$ cat config.mk
export PLATFORM = sky130hd
export DESIGN_NAME = execute_divide
export DESIGN_NICKNAME = d
export VERILOG_FILES = /design/src/rtl/execute_divide.sv
export SDC_FILE = /design/constraint.sdc
export NUM_CORES = 1
export LEC_CHECK = 0
export BUFFER_PORTS_ARGS = -buffer_cell sky130_fd_sc_hd__buf_2
export CORE_MARGIN = 2
export CORE_UTILIZATION = 35
export CTS_CLUSTER_DIAMETER = 50
export CTS_CLUSTER_SIZE = 12
export DETAILED_ROUTE_END_ITERATION = 12
export HOLD_SLACK_MARGIN = 0.05
export SYNTH_ARGS = -nofsm -noshare
export SYNTH_HDL_FRONTEND = slang
export SYNTH_SLANG_ARGS = --single-unit
$ cat constraint.sdc
create_clock -name clk -period 3.15 [get_ports clk]
set_clock_uncertainty 0.05 [all_clocks]
set_input_delay 0.315 -clock clk [delete_from_list [all_inputs] [get_ports clk]]
set_output_delay 0.315 -clock clk [all_outputs]
set_load 0.01 [all_outputs]
$ cat src/rtl/execute_divide.sv
// execute_divide: iterative radix-2 restoring divider for x86 DIV/IDIV
// in 8-, 16- and 32-bit forms. It produces one quotient bit per cycle and
// works on magnitudes throughout; signs are applied in a final fix-up cycle.
module execute_divide (
  input  logic        clk,
  input  logic        rst,
  input  logic        exe_reset,
  input  logic        div_start,
  input  logic        div_signed,
  input  logic [1:0]  div_size,
  input  logic [63:0] div_dividend,
  input  logic [31:0] div_divisor,
  output logic        div_busy,
  output logic        exe_div_exception,
  output logic [31:0] div_result_quotient,
  output logic [31:0] div_result_remainder
);

  typedef enum logic [1:0] {IDLE, CHECK, DIVIDE, FIX} state_t;

  state_t      state, state_next;
  logic [31:0] rem_q, low_q, dvs_q;
  logic [5:0]  count_q;
  logic        qneg_q, rneg_q, signed_q;
  logic [1:0]  size_q;

  logic        in_dvd_neg, in_dvs_neg;
  logic [63:0] in_dvd_ext, in_dvd_mag;
  logic [31:0] in_dvs_ext, in_dvs_mag, in_hi, in_lo;

  logic        check_fail, take_bit, overflow;
  logic [32:0] trial;
  logic [31:0] diff, fix_mask, half, q_out, r_out;
  logic [5:0]  n_bits;

  // Low-N-bit mask for an operand size; size 3 behaves as 32-bit
  function automatic logic [31:0] size_mask(input logic [1:0] s);
    case (s)
      2'd0:    size_mask = 32'h0000_00FF;
      2'd1:    size_mask = 32'h0000_FFFF;
      default: size_mask = 32'hFFFF_FFFF;
    endcase
  endfunction

  // Operand preparation from the raw inputs: sign-extend, take magnitudes,
  // and split the dividend magnitude into a high half and a left-aligned low half
  always_comb begin
    in_dvd_neg = 1'b0;
    in_dvs_neg = 1'b0;
    in_dvd_ext = '0;
    in_dvs_ext = '0;
    case (div_size)
      2'd0: begin
        in_dvd_neg = div_signed & div_dividend[15];
        in_dvs_neg = div_signed & div_divisor[7];
        in_dvd_ext = {{48{in_dvd_neg}}, div_dividend[15:0]};
        in_dvs_ext = {{24{in_dvs_neg}}, div_divisor[7:0]};
      end
      2'd1: begin
        in_dvd_neg = div_signed & div_dividend[47];
        in_dvs_neg = div_signed & div_divisor[15];
        in_dvd_ext = {{32{in_dvd_neg}}, div_dividend[47:32], div_dividend[15:0]};
        in_dvs_ext = {{16{in_dvs_neg}}, div_divisor[15:0]};
      end
      default: begin
        in_dvd_neg = div_signed & div_dividend[63];
        in_dvs_neg = div_signed & div_divisor[31];
        in_dvd_ext = div_dividend;
        in_dvs_ext = div_divisor;
      end
    endcase
    in_dvd_mag = in_dvd_neg ? (~in_dvd_ext + 64'd1) : in_dvd_ext;
    in_dvs_mag = (in_dvs_neg ? (~in_dvs_ext + 32'd1) : in_dvs_ext) & size_mask(div_size);
    case (div_size)
      2'd0: begin
        in_hi = {24'd0, in_dvd_mag[15:8]};
        in_lo = {in_dvd_mag[7:0], 24'd0};
      end
      2'd1: begin
        in_hi = {16'd0, in_dvd_mag[31:16]};
        in_lo = {in_dvd_mag[15:0], 16'd0};
      end
      default: begin
        in_hi = in_dvd_mag[63:32];
        in_lo = in_dvd_mag[31:0];
      end
    endcase
  end

  // Datapath for the latched operation: range check, trial subtract and sign fix-up
  always_comb begin
    case (size_q)
      2'd0:    begin n_bits = 6'd8;  half = 32'h0000_0080; end
      2'd1:    begin n_bits = 6'd16; half = 32'h0000_8000; end
      default: begin n_bits = 6'd32; half = 32'h8000_0000; end
    endcase
    fix_mask   = size_mask(size_q);
    check_fail = (dvs_q == 32'd0) || (rem_q >= dvs_q);
    trial      = {rem_q, low_q[31]};
    take_bit   = trial >= {1'b0, dvs_q};
    diff       = trial[31:0] - dvs_q;
    q_out      = (qneg_q ? (~low_q + 32'd1) : low_q) & fix_mask;
    r_out      = (rneg_q ? (~rem_q + 32'd1) : rem_q) & fix_mask;
    overflow   = signed_q && (qneg_q ? (low_q > half) : (low_q > (half - 32'd1)));
  end

  // Next-state logic; a flush always wins and returns the FSM to IDLE
  always_comb begin
    state_next = state;
    case (state)
      IDLE:    if (div_start) state_next = CHECK;
      CHECK:   state_next = check_fail ? IDLE : DIVIDE;
      DIVIDE:  if (count_q == 6'd1) state_next = FIX;
      FIX:     state_next = IDLE;
      default: state_next = IDLE;
    endcase
    if (exe_reset) state_next = IDLE;
  end

  // State, operand and result registers; a flush clears only state and exception
  always_ff @(posedge clk) begin
    if (rst) begin
      state                <= IDLE;
      div_busy             <= 1'b0;
      exe_div_exception    <= 1'b0;
      div_result_quotient  <= '0;
      div_result_remainder <= '0;
      rem_q                <= '0;
      low_q                <= '0;
      dvs_q                <= '0;
      count_q              <= '0;
      qneg_q               <= 1'b0;
      rneg_q               <= 1'b0;
      signed_q             <= 1'b0;
      size_q               <= 2'd0;
    end else begin
      state    <= state_next;
      div_busy <= (state_next != IDLE);
      if (exe_reset) begin
        exe_div_exception <= 1'b0;
      end else begin
        case (state)
          IDLE: if (div_start) begin
            rem_q             <= in_hi;
            low_q             <= in_lo;
            dvs_q             <= in_dvs_mag;
            qneg_q            <= in_dvd_neg ^ in_dvs_neg;
            rneg_q            <= in_dvd_neg;
            signed_q          <= div_signed;
            size_q            <= div_size;
            exe_div_exception <= 1'b0;
          end
          CHECK: begin
            if (check_fail) exe_div_exception <= 1'b1;
            else            count_q <= n_bits;
          end
          DIVIDE: begin
            rem_q   <= take_bit ? diff : trial[31:0];
            low_q   <= {low_q[30:0], take_bit};
            count_q <= count_q - 6'd1;
          end
          FIX: begin
            if (overflow) begin
              exe_div_exception <= 1'b1;
            end else begin
              div_result_quotient  <= q_out;
              div_result_remainder <= r_out;
            end
          end
          default: ;
        endcase
      end
    end
  end

endmodule

==> flow_summary.toml <==
[route]
ant_nets = 0
vias = 17120
vias_per_cell = 5.786
finalWirelength_mm = 61.12
drcViolationCount = 0
dr.pass1.iters = 6
drt-wirelength-per-cell_um = 20.66
drtIter0Drc = 1452

[worst_setup_path]
cp_num_buf_inv = 2
endpoint_kind = "register"
rrSetupSlack_ns = 0.02
crit_required_ns = 3.45
slowest_stage = "dfxtp_1"
critical-path-max-stage-delay_ns = 0.48
start_kind = "register"
critPathTopFamily = "compound AO/OA/AOI/OAI gates"
crit_fanout = 6
crit_chain = "ha_1 > nor2b_4 > o31a_1 > o211ai_1 > nand4_1 > a221oi_4 > a31oi_4 > buf_6 > buf_4 > mux2_4 > a221oi_2 > nor2_1"
timing_worst_setup_path_type = "reg2reg"
crit_arrival_ns = 3.43

[finish]
fin_util_pct = 46.73
drive_gt1_share_pct = 27.33
area_growth_pct = 31.23
regArea_sq_um = 3522
finish.instance_area_sq_um = 19690
fin_nets = 2595
multiInputGateArea_sq_um = 11180
fillerInstances = 4241
fin_cells = 2958

[synth]
synth_top_area_share_pct = 23.35
syn_inst = 2043
synth-main-ff-cell = "dfxtp_1"
synthArstFlopShare_pct = 0
yosysTopAreaCell = "dfxtp_1"
ys_warn_count = 0
avgSynthCellArea_sq_um = 7.343
synthTopCellsByArea = "dfxtp_1, ha_1, a21oi_1, xnor2_1, o21ai_0"
synth_seq_cells = 175
synth_area_sq_um = 15000
synth_edf_count = 0
yosysSeqAreaShare_pct = 23.35
syn_nets = 2236
yosysUniqueCellTypes = 79

[cts]
cts_tree = "built"
cts.path.max_buffers = 2
htreeDepth = 4
clk_pin_slew_ns = 0.07
cts_root_buffer = "clkbuf_16"
cts.sinks = 175
cts_buffers = 17
clk_latency_ns = 0.47

[power_and_ir_drop]
leakage_nw = 8.009
p_total_w = 0.008431
irDropWorstVdd_mv = 0.3601
power.density_nw_per_um2 = 428.2

[timing]
setup_viol = 0
setup_slack_ns = 0.02470
rsz0062_at_grt = "yes"
tightestPinTransition_ns = 0.8773
fin_crit_ns = 3.125
drv_slew = 0
timing.fmax_mhz = 320.0
slew_headroom_pct = 41.30
hold_violations = 0
fin_crit_sh_pct = 99.22

[place]
gp_congestion = 0.9974
placed_cell_area_sq_um = 18330
dp_hpwl_mm = 48.60
place_ws_ns = -0.1412
dp.cells = 2905
numPortBuffers = 168

[global_routing]
gr-total-overflow = 0
grt_pass1_wl_mm = 93.29
grt_start_max_net_pins = 51
antenna_found_initial = 2
track_usage_pct = 26.88
grt_pass1_vias = 16170

[die]
die_height_um = 211.0
die_area_sq_um = 44530
rows = 75
core-area_sq_um = 42130
initial_core_util_pct = 35.61
ios = 169
die-width_um = 211.0

[min_path]
min_path_type = "in2reg"

[run]
cap_violations = 0

[status]
status = "finished clean"
## Yosys cell counts, types with 4 or more instances
master and number:
nand2_1 203, a21oi_1 196, dfxtp_1 175, nor2_1 171, o21ai_0 158, clkbuf_1 128, xnor2_1 97, ha_1 89
nand3_1 82, xor2_1 80, inv_1 62, o31ai_1 44, nor3_1 39, a211oi_1 38, nand4_1 32, a31oi_1 31
a22oi_1 30, o211ai_1 29, nor2b_1 23, mux2i_1 22, nor4_1 22, or3_1 20, a21o_1 18, o41ai_1 18
mux2_2 17, or4_1 17, o21a_1 15, and3_1 14, nand2b_1 14, buf_2 13, a221oi_1 12, buf_1 9
o221ai_1 8, a21boi_0 7, nand3b_1 7, nor4b_1 7, o221a_2 7, a211o_1 6, and2_1 5, o31a_1 5
or2_2 5, a2bb2oi_1 4, a311oi_1 4
## per-layer routing
layer  global-route usage [%]  vias to the layer above  part of all wire, %
met4                    7.042                        0                  2.1
met3                    4.817                       68                  8.7
met2                    41.44                      754                   43
li1                         -                     8221                    -
met5                        0                        -                    0
met1                    38.44                     8072                   46
## report_power, final
part | internal, W | switching (W) | total, W
registers | 0.00230 | 0.0000956 | 0.00240
logic | 0.00167 | 0.00206 | 0.00374
clock network | 0.00121 | 0.00108 | 0.00230
## tightest hold or removal path, cell delays in order
cell and delay (ns):
buf_2 0.12, nand2_1 0.08, a21oi_1 0.06
## cell families after synthesis
kind of cell / share of synthesized area [%]
XOR/XNOR: 10.33
buffers and inverters: 5.438
flip-flops: 23.35
multiplexers: 2.819
adder cells (fa/ha/maj): 7.556
AO/OA/AOI/OAI: 28.48
AND/OR/NAND/NOR: 22.02
## worst paths after layout
kind / startpoint / to / cells past startpoint
worst max-delay path: dvs_q[0] / rem_q[28] / 12
worst min-delay path: div_divisor[0] / dvs_q[0] / 3
worst min register to register: div_result_remainder[27] / div_result_remainder[27] / 2
worst max register to register: dvs_q[0] / rem_q[28] / 12
## cell type report
cell class / instances / share of cell area, %
Antenna cell: 4 / 0.05084
Clock buffer: 17 / 2.161
Clock inverter: 15 / 0.9787
Inverter: 63 / 1.214
Multi-Input combinational cell: 1655 / 56.80
Sequential cell: 175 / 17.89
Tap cell: 539 / 3.425
Timing Repair Buffer: 490 / 17.48
## cell usage in the layout, fill, tap and decap left out, drive strengths merged, types with 6 or more instances in the layout
master	n
or2	6
nor2	171
o41ai	20
dfxtp	175
nand4	32
a211oi	38
a221oi	12
buf	486
nand3	82
mux2i	22
o211ai	29
xnor2	97
clkbuf	20
o21a	15
a211o	6
mux2	18
or4	18
a21boi	7
a22oi	30
a31oi	31
nor4	25
xor2	80
o221ai	8
o21ai	159
a21o	18
o31ai	44
or3	21
nand2	203
and3	14
nor4b	7
nand3b	7
a21oi	196
o221a	7
inv	71
nand2b	14
nor2b	23
nor3	41
ha	89
## sequential cells by signal, summed over array words and instances, names as in the netlist, 2 cells and up
signal	cells
count_q	6
div_result_quotient	32
div_result_remainder	32
dvs_q	32
low_q	32
rem_q	32
size_q	2
state	2
## through the flow
stage / hold slack (ns) / setup TNS, ns
6_report: 0.1203 / 0
5_1_grt: 0.1112 / -0.6044
4_1_cts: 0.08974 / 0
3_5_place_dp: 0.3915 / -0.8843
3_3_place_gp: 0.3879 / -0.3155
2_1_floorplan: 0.3690 / 0
## timing repair
item                       in CTS  in global routing
setup buffers                   4                 10
gates cloned                    1                  3
resized for setup              11                 97
hold buffers                    0                  0
setup endpoints to repair      75                 90
pin swaps                       7                 39
No activity file was read; power rests on OpenSTA's default activity.
